==> config.mk <==
export PLATFORM = sky130hd
export DESIGN_NAME = clk_divider_bank_flat
export DESIGN_NICKNAME = d
export VERILOG_FILES = /design/src/rtl/clk_div_pkg.sv /design/src/rtl/clk_divider_bank_if.sv /design/src/rtl/clk_div_channel.sv /design/src/rtl/clk_divider_bank.sv /design/src/flat_wrapper.sv
export SDC_FILE = /design/constraint.sdc
export NUM_CORES = 1
export LEC_CHECK = 0
export ABC_CLOCK_PERIOD_IN_PS = 5270
export BUFFER_PORTS_ARGS = -buffer_cell sky130_fd_sc_hd__buf_2
export CAP_MARGIN = 20
export CORE_MARGIN = 2
export CORE_UTILIZATION = 35
export CTS_BUF_LIST = sky130_fd_sc_hd__clkbuf_4 sky130_fd_sc_hd__clkbuf_8 sky130_fd_sc_hd__clkbuf_16
export DETAILED_ROUTE_END_ITERATION = 12
export GPL_TIMING_DRIVEN = 1
export PLACE_DENSITY = 0.54
export SYNTH_ARGS = -nofsm -noshare
export SYNTH_HDL_FRONTEND = slang
export SYNTH_SLANG_ARGS = --single-unit
==> constraint.sdc <==
create_clock -name clk12Mhz -period 5.27 [get_ports clk12Mhz]
set_clock_uncertainty 0.15 [all_clocks]
set_input_delay 0.527 -clock clk12Mhz [delete_from_list [all_inputs] [get_ports clk12Mhz]]
set_output_delay 0.527 -clock clk12Mhz [all_outputs]
set_load 0.1 [all_outputs]
==> src/rtl/clk_div_pkg.sv <==
// Shared timing constants for the 12 MHz board clock and helpers for the divider bank.
package clk_div_pkg;
   localparam int CLK_IN_HZ  = 12_000_000;
   localparam int DIV_2MHZ   = 6;
   localparam int DIV_1MHZ   = 12;
   localparam int DIV_48KHZ  = 250;
   localparam int DIV_60HZ   = 200_000;
   localparam int DIV_10HZ   = 1_200_000;

   // Channel-select width; a single channel still gets a 1-bit select.
   function automatic int ch_w(input int n);
      return (n > 1) ? $clog2(n) : 1;
   endfunction
endpackage

==> src/rtl/clk_divider_bank_if.sv <==
// Divisor write bus of the divider bank, with per-channel pending status returned.
interface clk_divider_bank_if
   import clk_div_pkg::*;
#(
   parameter int NUM_CH = 2,
   parameter int CNT_W  = 24
);
   localparam int CH_W = ch_w(NUM_CH);

   logic              wr_en;
   logic [CH_W-1:0]   wr_ch;
   logic [CNT_W-1:0]  wr_div;
   logic [NUM_CH-1:0] pending;

   modport master (output wr_en, wr_ch, wr_div, input pending);
   modport slave  (input wr_en, wr_ch, wr_div, output pending);
endinterface

==> src/rtl/clk_div_channel.sv <==
// One divider channel: wrap counter, live/shadow divisor and registered square/tick outputs.
module clk_div_channel
   import clk_div_pkg::*;
#(
   parameter int CNT_W = 24
) (
   input  logic             clk12Mhz,
   input  logic             rst,
   input  logic             en,
   input  logic             sync,
   input  logic             wr,
   input  logic [CNT_W-1:0] wr_div,
   input  logic [CNT_W-1:0] div_init,
   output logic             clk_out,
   output logic             tick,
   output logic             pending
);
   logic [CNT_W-1:0] cnt, div, shadow;
   logic [CNT_W-1:0] cnt_next, div_next;
   logic             wrap, apply;

   always_comb begin
      wrap     = (div != '0) && (cnt == div - CNT_W'(1));
      apply    = wrap && pending;
      cnt_next = wrap ? '0 : cnt + CNT_W'(1);
      div_next = apply ? shadow : div;
   end

   always_ff @(posedge clk12Mhz) begin
      if (rst) begin
         cnt     <= '0;
         div     <= div_init;
         shadow  <= '0;
         pending <= 1'b0;
         clk_out <= 1'b0;
         tick    <= 1'b0;
      end else if (sync) begin
         cnt     <= '0;
         clk_out <= 1'b0;
         tick    <= 1'b0;
         pending <= 1'b0;
         if (wr) begin
            div    <= wr_div;
            shadow <= wr_div;
         end else if (pending) begin
            div <= shadow;
         end
      end else begin
         if (div == '0) begin
            // Halted channel: nothing to wait for, take a new divisor straight away.
            cnt     <= '0;
            clk_out <= 1'b0;
            tick    <= 1'b0;
            if (pending) begin
               div     <= shadow;
               pending <= 1'b0;
            end
         end else if (!en) begin
            tick <= 1'b0;
         end else begin
            cnt     <= cnt_next;
            tick    <= wrap;
            // Judge the first cycle of a new period against the divisor that will govern it.
            clk_out <= (div_next != '0) && (cnt_next >= (div_next >> 1));
            if (apply) begin
               div     <= shadow;
               pending <= 1'b0;
            end
         end
         // A write landing on the wrap cycle only arms the next wrap.
         if (wr) begin
            shadow  <= wr_div;
            pending <= 1'b1;
         end
      end
   end
endmodule

==> src/rtl/clk_divider_bank.sv <==
// N-channel programmable tick/clock generator: write decode, range check and channel array.
module clk_divider_bank
   import clk_div_pkg::*;
#(
   parameter int NUM_CH = 2,
   parameter int CNT_W  = 24,
   parameter logic [NUM_CH*CNT_W-1:0] DIV_INIT = {CNT_W'(DIV_10HZ), CNT_W'(DIV_2MHZ)}
) (
   input  logic                clk12Mhz,
   input  logic                rst,
   input  logic                en,
   input  logic                sync,
   clk_divider_bank_if.slave   wbus,
   output logic [NUM_CH-1:0]   clk_out,
   output logic [NUM_CH-1:0]   tick
);
   localparam int CH_W  = ch_w(NUM_CH);
   localparam int CHK_W = CH_W + 1;

   logic              wr_ok;
   logic [NUM_CH-1:0] wr_hit;
   logic [NUM_CH-1:0] pend;

   // Out-of-range selects are dropped here so no channel ever sees them.
   assign wr_ok        = wbus.wr_en && ({1'b0, wbus.wr_ch} < CHK_W'(NUM_CH));
   assign wbus.pending = pend;

   for (genvar i = 0; i < NUM_CH; i++) begin : g_ch
      assign wr_hit[i] = wr_ok && (wbus.wr_ch == CH_W'(i));

      clk_div_channel #(.CNT_W(CNT_W)) u_ch (
         .clk12Mhz (clk12Mhz),
         .rst      (rst),
         .en       (en),
         .sync     (sync),
         .wr       (wr_hit[i]),
         .wr_div   (wbus.wr_div),
         .div_init (DIV_INIT[i*CNT_W +: CNT_W]),
         .clk_out  (clk_out[i]),
         .tick     (tick[i]),
         .pending  (pend[i])
      );
   end
endmodule
==> src/flat_wrapper.sv <==
// flat-port wrapper written by rule: the top's interface ports become plain ports
module clk_divider_bank_flat import clk_div_pkg::*;
#(
   parameter int NUM_CH = 2,
   parameter int CNT_W  = 24,
   parameter logic [NUM_CH*CNT_W-1:0] DIV_INIT = {CNT_W'(DIV_10HZ), CNT_W'(DIV_2MHZ)}
)
  (clk12Mhz, rst, en, sync, clk_out, tick, wbus_wr_en, wbus_wr_ch, wbus_wr_div, wbus_pending);
  clk_divider_bank_if #(.NUM_CH(NUM_CH), .CNT_W(CNT_W)) wbus_i ();
  input  logic clk12Mhz;
  input  logic rst;
  input  logic en;
  input  logic sync;
  output logic [NUM_CH-1:0] clk_out;
  output logic [NUM_CH-1:0] tick;
  input wire logic [$bits(wbus_i.wr_en)-1:0] wbus_wr_en;
  input wire logic [$bits(wbus_i.wr_ch)-1:0] wbus_wr_ch;
  input wire logic [$bits(wbus_i.wr_div)-1:0] wbus_wr_div;
  output wire logic [$bits(wbus_i.pending)-1:0] wbus_pending;
  assign wbus_i.wr_en = wbus_wr_en;
  assign wbus_i.wr_ch = wbus_wr_ch;
  assign wbus_i.wr_div = wbus_wr_div;
  assign wbus_pending = wbus_i.pending;
  clk_divider_bank #(.NUM_CH(NUM_CH), .CNT_W(CNT_W), .DIV_INIT(DIV_INIT)) u_core (.clk12Mhz(clk12Mhz), .rst(rst), .en(en), .sync(sync), .wbus(wbus_i), .clk_out(clk_out), .tick(tick));
endmodule
==> results of run 1 <==
-- synthesized netlist by cell type (33+ instances only) --
master / n
sky130_fd_sc_hd__o31ai_1: 46
sky130_fd_sc_hd__nand2_1: 270
sky130_fd_sc_hd__xor2_1: 51
sky130_fd_sc_hd__o21ai_0: 76
sky130_fd_sc_hd__a31oi_1: 45
sky130_fd_sc_hd__nand3_1: 54
sky130_fd_sc_hd__clkbuf_1: 118
sky130_fd_sc_hd__nor2_1: 129
sky130_fd_sc_hd__dfxtp_1: 150
sky130_fd_sc_hd__inv_1: 35
sky130_fd_sc_hd__nor3_1: 33
sky130_fd_sc_hd__mux2i_1: 46
sky130_fd_sc_hd__ha_1: 52
sky130_fd_sc_hd__xnor2_1: 47
sky130_fd_sc_hd__a21oi_1: 116
-- cell type report --
type	instances	area, um2
fill	3585	21020
multi-input combinational	1364	8578
sequential	150	3003
timing repair buffer	103	700.7
tap	455	569.3
clock buffer	19	446.7
clock inverter	11	175.2
inverter	36	135.1
-- cell families (layout without fill, tap and decap cells) --
group	Yosys count	in the layout	share of synthesized area
XOR/XNOR	100	100	0.07316
adder cells (fa/ha/maj)	52	52	0.05269
AO/OA/AOI/OAI	479	479	0.2574
buffers and inverters	196	169	0.06647
AND/OR/NAND/NOR	686	686	0.2689
flip-flops	150	150	0.2432
multiplexers	47	47	0.03820
-- power breakdown --
group / internal, uW / switching, uW / total, uW / leakage, uW
Sequential: 1170 / 52.6 / 1220 / 0.00122
Combinational: 209 / 355 / 564 / 0.00377
Clock: 810 / 556 / 1370 / 0.000299
Total: 2190 / 963 / 3150 / 0.00529
-- registers in the layout, indices dropped and copies added, names as in the netlist --
| signal | count |
|---|---|
| u_core.g_ch.u_ch.clk_out | 2 |
| u_core.g_ch.u_ch.pending | 2 |
| u_core.g_ch.u_ch.tick | 2 |
| u_core.g_ch.u_ch.div | 48 |
| u_core.g_ch.u_ch.shadow | 48 |
| u_core.g_ch.u_ch.cnt | 48 |
-- layer usage --
| metal | track usage | vias to the layer above | wire (um) |
|---|---|---|---|
| met5 | 0 | - | 0 |
| met4 | 0.07515 | 0 | 1069 |
| met3 | 0.02905 | 48 | 1675 |
| met2 | 0.3845 | 323 | 19770 |
| met1 | 0.3071 | 5944 | 19490 |
| li1 | - | 6126 | - |
-- what timing repair did --
action,CTS,global route
gates resized for setup,0,8
hold buffers,0,0
buffers inserted,0,0
setup endpoints to repair,0,2
-- worst max-delay path: cells and delay by family, from the launching register on --
kind                       cells  cell delay, ns
DFF                            1            0.35
buffers and inverters          1            0.25
AOI/OAI and AO/OA              7            1.33
and+or+nand+nor                8            2.56
adders and majority gates      1            0.32
-- stage by stage --
stage | setup slack, ns | area, um2 | TNS, ns | utilization | hold WS, ns
3_3_place_gp | 0.2312 | 12950 | 0 | 0.3741 | 0.3275
6_report | 0.1759 | 13610 | 0 | 0.3930 | 0.1984
3_5_place_dp | 0.1185 | 12950 | 0 | 0.3741 | 0.3360
5_1_grt | -0.03578 | 13610 | -0.03578 | 0.3930 | 0.1918
4_1_cts | 0.09756 | 13580 | 0 | 0.3920 | 0.1815
2_1_floorplan | 0.2571 | 12350 | 0 | - | 0.2995
-- path summary, 6_finish.rpt --
| check | startpoint | endpoint | slack, ns | cells after the start |
|---|---|---|---|---|
| worst max register to register | u_core.g_ch[0].u_ch.div[10] | u_core.g_ch[0].u_ch.clk_out | 0.18 | 17 |
| worst min register to register | u_core.g_ch[0].u_ch.shadow[0] | u_core.g_ch[0].u_ch.shadow[0] | 0.35 | 2 |
| worst min-delay path | wbus_wr_div[19] | u_core.g_ch[1].u_ch.shadow[19] | 0.20 | 3 |
| worst max-delay path | u_core.g_ch[0].u_ch.div[10] | u_core.g_ch[0].u_ch.clk_out | 0.18 | 17 |
==> metrics.log, run 1 <==
[metrics] run status: complete, no violations
[metrics] wire length of the first global-routing pass: around 67 mm
[metrics] crit path cell chain: or4_1, or4_1, or4_1, a22oi_1, and4_1, and4_1, buf_4, nor2_1, a21oi_1, ha_1, and3_1, a21oi_1, o21ai_0, o41a_1, o21ai_1, o211ai_1, and3_1
[metrics] vertical die dimension: 191.8 um
[metrics] Unique masters post-synth: 78
[metrics] Longest Clk Path Bufs: 2
[metrics] count of warnings emitted by yosys: 0
[metrics] stage delay of the slowest cell on the critical path: 0.62 ns
[metrics] Fmax: between 150 and 200 MHz
[metrics] die outline width: ~190 um
[metrics] critical path launch point type: flip-flop
[metrics] nets in the synthesized netlist: 1792
[metrics] Antenna diodes: 0
[metrics] maximum resistive drop on vdd: roughly 0.00024 V
[metrics] leading cell types in the layout, fill and taps excluded: 269 x sky130_fd_sc_hd__nand2_1, 150 x sky130_fd_sc_hd__dfxtp_1, 129 x sky130_fd_sc_hd__nor2_1, 116 x sky130_fd_sc_hd__a21oi_1, 74 x sky130_fd_sc_hd__o21ai_0
[metrics] TritonCTS clock tree: yes
[metrics] number of instances in the synthesized netlist: roughly 1700
[metrics] area grow syn2layout: 10.20%
[metrics] count of maximum capacitance violations: 0
[metrics] count of final setup violators: 0
[metrics] CTS HTree Levels: 4
[metrics] transition time at the pin with the least slew margin: 1.094 ns
[metrics] mean post-synth cell area: roughly 7.2 um2
[metrics] clock tree root buffer cell: sky130_fd_sc_hd__clkbuf_16
[metrics] drc violations: 0
[metrics] global-route total usage across every layer: 0.2304
[metrics] vias per inst: 5.819
[metrics] Total Nets Final: 1754
[metrics] detailed-placement wirelength estimate: 30.66 mm
[metrics] time the final worst path needs with I/O delays and setup: a little over 5 ns
[metrics] clock latency on the worst-skew pair: about 0.45 ns
[metrics] critical path class: reg -> reg
[metrics] pins over their slew limit: 0
[metrics] data arrival time of the critical path: between 5 and 6 ns
[metrics] most frequent standard cell in the layout excluding fill and tap cells: sky130_fd_sc_hd__nand2_1
[metrics] number of clock sinks: 150
[metrics] post-synthesis async set-or-reset flop share: 0
[metrics] top-area cell type share of the netlist area: 0.2432
[metrics] kind of end point of the critical path: flip-flop
[metrics] post-synthesis instance area: about 12000 um2
[metrics] total I/O pin count: 36
[metrics] effective utilization at floorplan: 0.3566
[metrics] maximum number of pins on one net before global-route repair: 55
[metrics] number of antenna violations at the first check in global routing: 0
[metrics] Tot Pwr: approximately 3200 uW
[metrics] Core Box Area: 34630 um2
[metrics] min-delay worst type: in -> reg
[metrics] post-synthesis sequential element count: 150
[metrics] remaining number of nets flagged by the antenna check after routing: 0
[metrics] Overflow after GRT: 0
[metrics] crit-path most repeated cell: sky130_fd_sc_hd__or4_1
[metrics] Req. time, crit path: roughly 5.5 ns
[metrics] Slowest cell on crit path: sky130_fd_sc_hd__or4_1
[metrics] unrepaired setup endpoints after global routing: true
[metrics] fraction of final layout cells sized beyond drive strength 1: 0.1004
[metrics] Leak Pwr: between 0.005 and 0.006 uW
[metrics] Max-Slew Margin vs Limit: 0.2707
[metrics] biggest area consumer among synthesized cells: sky130_fd_sc_hd__dfxtp_1
[metrics] Post-synth top flop: sky130_fd_sc_hd__dfxtp_1
[metrics] Pre-antenna DRT Iters: 5
[metrics] via count of the first global-routing pass: between 10000 and 15000
[metrics] port bufs: 35
[metrics] CTS Buf Count: 17
[metrics] non-filler instance count after layout: roughly 2100
[metrics] top cells by area in the synthesized netlist: sky130_fd_sc_hd__dfxtp_1 24%, sky130_fd_sc_hd__nand2_1 8.2%, sky130_fd_sc_hd__ha_1 5.3%, sky130_fd_sc_hd__a21oi_1 4.7%, sky130_fd_sc_hd__nor2_1 3.9%
[metrics] clock-pin slew on the worst setup and hold paths: about 0.070 ns
[metrics] Final Cycle Share: 0.9666
[metrics] WL per Instance: slightly below 20 um
[metrics] count of final hold-check violations: 0
[metrics] Crit Path Max Fanout: 19
[metrics] RD Place Congestion: around 0.9
[metrics] die area: about 37000 um2
[metrics] count of routing violations after the opening detailed-route iteration: slightly above 900
[metrics] placed cells: about 2100
[metrics] wire length after detailed routing: 42.00 mm
[metrics] total vias in the final route: 12440
[metrics] standard-cell row count: 68
[metrics] power per cell area: around 230 nW/um2
[metrics] Post-synth EDFFs: 0
[metrics] share of synthesized area occupied by flip-flops and latches: 0.2432
No activity file was read; power rests on OpenSTA's default activity.
==> run 2, diff against run 1 <==
Settings changed: BUFFER_PORTS_ARGS -buffer_cell sky130_fd_sc_hd__buf_2 to default, CORE_UTILIZATION 35 to 55, DONT_BUFFER_PORTS from default to 1, PLACE_DENSITY 0.54 to 0.75.
==> run 2 against run 1 <==
The run now ends with hold timing left. Utilization increased by 21 points. Flip-flop and latch count unchanged. Sequential share of layout area increased by 0.60 points. Die area decreased by 36%. Critical path depth increased by 1. Via count increased by 4.3%. Wire length decreased by 0.84%. Largest cell class unchanged. Largest power group unchanged.
==> metrics.log, run 2 (synthesis gave the netlist of run 1 again) <==
[metrics] drc violations: 0
[metrics] non-filler instance count after layout: slightly below 2000
[metrics] Overflow after GRT: 0
[metrics] Post-CTS Setup Bufs: 0
[metrics] Antenna diodes: 0
[metrics] Longest Clk Path Bufs: 2
[metrics] critical path launch point type: flip-flop
[metrics] count of maximum capacitance violations: 0
[metrics] fraction of final layout cells sized beyond drive strength 1: 0.08273
[metrics] switching part of the total power: 0.3162
[metrics] count of routing violations after the opening detailed-route iteration: 1395
[metrics] Leak Pwr: a little over 0.005 uW
[metrics] time the final worst path needs with I/O delays and setup: about 5 ns
[metrics] net switching power: 945.0 uW
[metrics] detailed-placement wirelength estimate: around 29 mm
[metrics] placed cells: between 1500 and 2000
[metrics] number of filler instances in the final layout: about 2000
[metrics] worst setup slack after layout: about 0.27 ns
[metrics] worst hold-check slack: -0.0003154 ns
[metrics] Pre-antenna DRT Iters: 6
[metrics] count of final hold-check violations: 2
[metrics] data arrival time of the critical path: ~5.2 ns
[metrics] Req. time, crit path: approximately 5.5 ns
[metrics] power per cell area: 225.5 nW/um2
[metrics] pins over their slew limit: 0
[metrics] WL per Instance: approximately 22 um
[metrics] maximum number of pins on one net before global-route repair: slightly below 100
[metrics] register area: between 3000 and 4000 um2
[metrics] standard cell area after detailed placement: 12570 um2
[metrics] combinational power share: 0.174
[metrics] Fmax: 199.8 MHz
[metrics] internal power: 2044 uW
[metrics] effective utilization at floorplan: 0.5623
[metrics] Crit Path Max Fanout: 20
[metrics] violations in the final reports: hold timing
[metrics] die area: roughly 24000 um2
[metrics] hold-critical path depth: 1
[metrics] CTS HTree Levels: 4
[metrics] port bufs: 0
[metrics] vertical die dimension: 153.8 um
[metrics] standard-cell row count: 54
[metrics] number of antenna violations at the first check in global routing: 1
[metrics] pre-CTS setup slack: around 0.19 ns
[metrics] power share of the clock group: 0.417
[metrics] TNS Setup: 0 ns
[metrics] transition time at the pin with the least slew margin: about 1.0 ns
[metrics] clock-pin slew on the worst setup and hold paths: roughly 0.070 ns
[metrics] remaining number of nets flagged by the antenna check after routing: 0
[metrics] global-route total usage across every layer: 0.3466
[metrics] clock tree root buffer cell: sky130_fd_sc_hd__clkbuf_16
[metrics] leading cell types in the layout, fill and taps excluded: 269 x sky130_fd_sc_hd__nand2_1, 148 x sky130_fd_sc_hd__dfxtp_1, 129 x sky130_fd_sc_hd__nor2_1, 116 x sky130_fd_sc_hd__a21oi_1, 74 x sky130_fd_sc_hd__o21ai_0
[metrics] wire length after detailed routing: 41.65 mm
[metrics] area grow syn2layout: 7.357%
[metrics] run status: finished with violations
[metrics] count of final setup violators: 0
[metrics] total vias in the final route: 12970
[metrics] Core Box Area: ~22000 um2
[metrics] total I/O pin count: 36
[metrics] RD Place Congestion: between 0.9 and 1
[metrics] clock latency on the worst-skew pair: about 0.45 ns
[metrics] wire length of the first global-routing pass: 65.50 mm
[metrics] top flop regs: u_core.g_ch.u_ch.cnt: 48 flops, u_core.g_ch.u_ch.div: 48 flops, u_core.g_ch.u_ch.shadow: 48 flops
[metrics] kind of end point of the critical path: flip-flop
[metrics] most frequent standard cell in the layout excluding fill and tap cells: sky130_fd_sc_hd__nand2_1
[metrics] critical path class: reg -> reg
[metrics] Worst Reg-to-Reg Cells: 18
[metrics] Final Cycle Share: 0.9497
[metrics] proportion of power drawn by flip-flops and latches: 0.409
[metrics] CTS Buf Count: 17
[metrics] die outline width: between 150 and 200 um
[metrics] vias per inst: 6.701
[metrics] unrepaired setup endpoints after global routing: false
[metrics] area used by multi-input combinational logic: ~8600 um2
[metrics] maximum resistive drop on vdd: about 0.00014 V
[metrics] area of all placed cells without fillers: 13260 um2
[metrics] Max-Slew Margin vs Limit: 0.3067
[metrics] via count of the first global-routing pass: around 12000
[metrics] min-delay worst type: in -> reg
[metrics] number of clock sinks: 150
[metrics] TritonCTS clock tree: yes
[metrics] Total Nets Final: ~1700
run 2: stage by stage:
step | hold slack [ns] | utilization | power (uW)
floorplan | 0.2995 | - | 1616
global placement | 0.3188 | 0.5723 | 1727
detailed placement | 0.3259 | 0.5723 | 1739
CTS | 0.001155 | 0.5993 | 2966
global route | 0.008687 | 0.6037 | 3079
finish | -0.0003154 | 0.6037 | 2989
run 2: critical path, cell delays in order (launching register included):
cell	delay [ns]
sky130_fd_sc_hd__dfxtp_1	0.31
sky130_fd_sc_hd__or4_1	0.62
sky130_fd_sc_hd__or4b_1	0.54
sky130_fd_sc_hd__buf_4	0.20
sky130_fd_sc_hd__a2111o_1	0.41
sky130_fd_sc_hd__a22oi_1	0.22
sky130_fd_sc_hd__and4bb_2	0.31
sky130_fd_sc_hd__and4b_1	0.32
sky130_fd_sc_hd__buf_4	0.26
sky130_fd_sc_hd__nor2_1	0.08
sky130_fd_sc_hd__ha_1	0.32
sky130_fd_sc_hd__a21o_1	0.19
sky130_fd_sc_hd__nand2_1	0.06
sky130_fd_sc_hd__a31oi_1	0.07
sky130_fd_sc_hd__o21a_1	0.17
sky130_fd_sc_hd__nor3_1	0.18
sky130_fd_sc_hd__o31a_1	0.16
sky130_fd_sc_hd__o21ai_0	0.07
sky130_fd_sc_hd__a31o_2	0.24
run 2: power by group through the flow:
stage | Combinational [uW] | Sequential, uW | Clock, uW
finish | 520 | 1220 | 1250
floorplan | 395 | 1220 | 0
CTS | 499 | 1220 | 1250
detailed placement | 492 | 1250 | 0
global placement | 482 | 1240 | 0
global route | 565 | 1230 | 1290
run 2: worst paths after layout:
check	from	slack, ns	endpoint
worst max-delay path	u_core.g_ch[1].u_ch.div[10]	0.27	u_core.g_ch[1].u_ch.clk_out
worst min-delay path	rst	-0.0003	u_core.g_ch[1].u_ch.shadow[12]
worst max register to register	u_core.g_ch[1].u_ch.div[10]	0.27	u_core.g_ch[1].u_ch.clk_out
worst min register to register	u_core.g_ch[0].u_ch.shadow[0]	0.35	u_core.g_ch[0].u_ch.shadow[0]
run 2: layout make-up:
cell class | count | share of cell area
Multi-Input combinational cell | 1364 | 0.6456
Sequential cell | 150 | 0.2267
Timing Repair Buffer | 74 | 0.04785
Clock buffer | 18 | 0.03266
Tap cell | 280 | 0.02643
Clock inverter | 14 | 0.01057
Inverter | 36 | 0.01019
run 2: repair_timing:
action                                  4_1_cts  5_1_grt
endpoints found under the setup margin        0        2
gates resized for setup                       0        6
hold buffers                                  2        2
endpoints found under the hold margin        18        2
run 2: metal layers:
layer	vias to the layer above	share of wire	GRT usage
li1	6098	-	-
met1	6068	0.39	0.4139
met2	624	0.48	0.5944
met3	181	0.072	0.05581
met4	2	0.059	0.1954
met5	-	0.00031	0
==> run 3, diff against run 2 <==
Settings changed: CTS_BUF_LIST sky130_fd_sc_hd__clkbuf_4 sky130_fd_sc_hd__clkbuf_8 sky130_fd_sc_hd__clkbuf_16 to sky130_fd_sc_hd__clkbuf_4, SKIP_CTS_REPAIR_TIMING from default to 1.
==> run 3 against run 2 <==
The run still ends with hold timing left. Via count grew 2.1%. Wire length grew 4.5%. Non-clock buffer count grew 26. Sequential power is essentially flat. Count of clock-buffer cells in the layout is the same. Maximum frequency is essentially flat. Sequential share of layout area is essentially flat. Cell area shrank 0.21%. Utilization shrank 0.13 points. Power shrank 14%. Worst setup slack gained 0.00070 ns. Flip-flop and latch count is the same. Critical endpoint is now u_core.g_ch[0].u_ch.clk_out. Largest power group is now sequential cells.
==> metrics.log, run 3 (synthesis gave the netlist of run 1 again) <==
[metrics] clock latency on the worst-skew pair: around 0.62 ns
[metrics] count of maximum capacitance violations: 0
[metrics] Pre-antenna DRT Iters: 6
[metrics] Final Cycle Share: 0.9495
[metrics] count of final setup violators: 0
[metrics] area grow syn2layout: 7.133%
[metrics] worst hold-check slack: -0.01672 ns
[metrics] via count of the first global-routing pass: around 12000
[metrics] power per cell area: between 150 and 200 nW/um2
[metrics] area used by multi-input combinational logic: roughly 8600 um2
[metrics] TNS Setup: 0 ns
[metrics] Req. time, crit path: ~5.6 ns
[metrics] Fmax: around 200 MHz
[metrics] CTS HTree Levels: 4
[metrics] kind of cell adding the most delay to the critical path: simple AND/OR/NAND/NOR gates
[metrics] remaining number of nets flagged by the antenna check after routing: 0
[metrics] pre-CTS setup slack: approximately 0.19 ns
[metrics] violations in the final reports: hold timing
[metrics] most frequent standard cell in the layout excluding fill and tap cells: sky130_fd_sc_hd__nand2_1
[metrics] number of filler instances in the final layout: between 2000 and 2500
[metrics] stage delay of the slowest cell on the critical path: between 0.5 and 0.6 ns
[metrics] detailed-placement wirelength estimate: around 29 mm
[metrics] die area: 23670 um2
[metrics] count of final hold-check violations: 2
[metrics] port bufs: 0
[metrics] CTS Buf Count: 17
[metrics] TritonCTS clock tree: yes
[metrics] clock tree root buffer cell: sky130_fd_sc_hd__clkbuf_4
[metrics] kind of end point of the critical path: flip-flop
[metrics] standard-cell row count: 54
[metrics] Max-Slew Margin vs Limit: 0.2267
[metrics] critical path class: reg -> reg
[metrics] time the final worst path needs with I/O delays and setup: roughly 5.0 ns
[metrics] pins over their slew limit: 0
[metrics] Longest Clk Path Bufs: 2
[metrics] total I/O pin count: 36
[metrics] effective utilization at floorplan: 0.5623
[metrics] Total Nets Final: 1751
[metrics] total vias in the final route: ~13000
[metrics] count of routing violations after the opening detailed-route iteration: between 1500 and 2000
[metrics] number of clock sinks: 150
[metrics] fraction of final layout cells sized beyond drive strength 1: 0.08205
[metrics] unrepaired setup endpoints after global routing: false
[metrics] drc violations: 0
[metrics] leading cell types in the layout, fill and taps excluded: 269 x sky130_fd_sc_hd__nand2_1, 148 x sky130_fd_sc_hd__dfxtp_1, 129 x sky130_fd_sc_hd__nor2_1, 116 x sky130_fd_sc_hd__a21oi_1, 74 x sky130_fd_sc_hd__o21ai_0
[metrics] Core Box Area: between 20000 and 25000 um2
[metrics] run status: finished with violations
[metrics] maximum number of pins on one net before global-route repair: about 110
[metrics] clock-pin slew on the worst setup and hold paths: around 0.18 ns
[metrics] global-route total usage across every layer: 0.3443
[metrics] worst setup slack after layout: 0.2660 ns
[metrics] number of antenna violations at the first check in global routing: 2
[metrics] crit-path most repeated cell: sky130_fd_sc_hd__a21o_1
[metrics] maximum resistive drop on vdd: 0.0001211 V
[metrics] WL per Instance: 22.15 um
[metrics] die outline width: 153.8 um
[metrics] Tot Pwr: about 2600 uW
[metrics] crit path cell chain: or4_1, or3_1, a2111oi_0, nand4_1, nor4bb_1, buf_4, and4_1, buf_12, buf_4, a21oi_1, ha_1, a21o_1, a21o_1, a21o_1, a21o_1, a21o_1, a211oi_1, o211ai_1, and3_1
[metrics] data arrival time of the critical path: 5.37 ns
[metrics] wire length of the first global-routing pass: around 65 mm
[metrics] critical path launch point type: flip-flop
[metrics] vias per inst: just under 7
[metrics] register area: around 3000 um2
[metrics] Overflow after GRT: 0
[metrics] Crit Path Max Fanout: 33
[metrics] wire length after detailed routing: 43.51 mm
[metrics] Leak Pwr: between 0.005 and 0.006 uW
[metrics] min-delay worst type: in -> reg
[metrics] transition time at the pin with the least slew margin: approximately 1.2 ns
[metrics] vertical die dimension: 153.8 um
[metrics] buffers plus inverters on the worst setup path: 3
[metrics] RD Place Congestion: between 0.9 and 1
[metrics] top flop regs: u_core.g_ch.u_ch.cnt: 48 flops, u_core.g_ch.u_ch.div: 48 flops, u_core.g_ch.u_ch.shadow: 48 flops
[metrics] Slowest cell on crit path: sky130_fd_sc_hd__or4_1
## run 3: cell types whose count changed in the layout (fill, tap and decap cells not counted), sizes merged
cell         previous run  this run
dlygate4sd3             4        29
buf                    70        71
diode                   0         2
## run 3: path summary, 6_finish.rpt
path                            startpoint                             to  slack [ns]  depth (start not counted)
max             u_core.g_ch[0].u_ch.div[0]    u_core.g_ch[0].u_ch.clk_out        0.27                         19
min reg2reg  u_core.g_ch[0].u_ch.shadow[0]  u_core.g_ch[0].u_ch.shadow[0]        0.36                          2
min                                    rst     u_core.g_ch[1].u_ch.div[9]       -0.02                          2
max reg2reg     u_core.g_ch[0].u_ch.div[0]    u_core.g_ch[0].u_ch.clk_out        0.27                         19
## run 3: through the flow
stage,cells,instance area (um2),util
after floorplan,1710,12350,-
after global placement,1898,12570,0.5723
after detailed placement,1898,12570,0.5723
after CTS,1930,12840,0.5848
after global routing,1963,13230,0.6023
final,1964,13230,0.6025
## run 3: per-layer routing
| layer | wire length, um | track usage | up-vias |
|---|---|---|---|
| met5 | 13 | 0 | - |
| met4 | 2681 | 0.1869 | 2 |
| met3 | 3644 | 0.05891 | 202 |
| met2 | 20740 | 0.5935 | 745 |
| met1 | 16430 | 0.4092 | 6149 |
| li1 | - | - | 6145 |
## run 3: final cells by class
cell class / instances / area share
antenna: 2 / 0.0003783
clock buffer: 18 / 0.01021
clock inverter: 14 / 0.01059
inverter: 36 / 0.01021
multi-input combinational: 1364 / 0.6469
sequential: 150 / 0.2272
tap: 280 / 0.02648
timing repair buffer: 100 / 0.06800
## run 3: worst reg2reg max path, cell delays in order, from the launching register on
cell and delay [ns]:
sky130_fd_sc_hd__dfxtp_1 0.39, sky130_fd_sc_hd__or4_1 0.56, sky130_fd_sc_hd__or3_1 0.35, sky130_fd_sc_hd__a2111oi_0 0.49, sky130_fd_sc_hd__nand4_1 0.15, sky130_fd_sc_hd__nor4bb_1 0.34
sky130_fd_sc_hd__buf_4 0.19, sky130_fd_sc_hd__and4_1 0.24, sky130_fd_sc_hd__buf_12 0.20, sky130_fd_sc_hd__buf_4 0.22, sky130_fd_sc_hd__a21oi_1 0.10, sky130_fd_sc_hd__ha_1 0.19
sky130_fd_sc_hd__a21o_1 0.15, sky130_fd_sc_hd__a21o_1 0.16, sky130_fd_sc_hd__a21o_1 0.16, sky130_fd_sc_hd__a21o_1 0.16, sky130_fd_sc_hd__a21o_1 0.17, sky130_fd_sc_hd__a211oi_1 0.28
sky130_fd_sc_hd__o211ai_1 0.13, sky130_fd_sc_hd__and3_1 0.15
## run 3: report_power, final
part           switching (uW)  total, uW  internal [uW]  leakage [uW]
combinational             340        559            219       0.00378
clock                     520        772            252      0.000140
sequential               54.4       1230           1170       0.00122
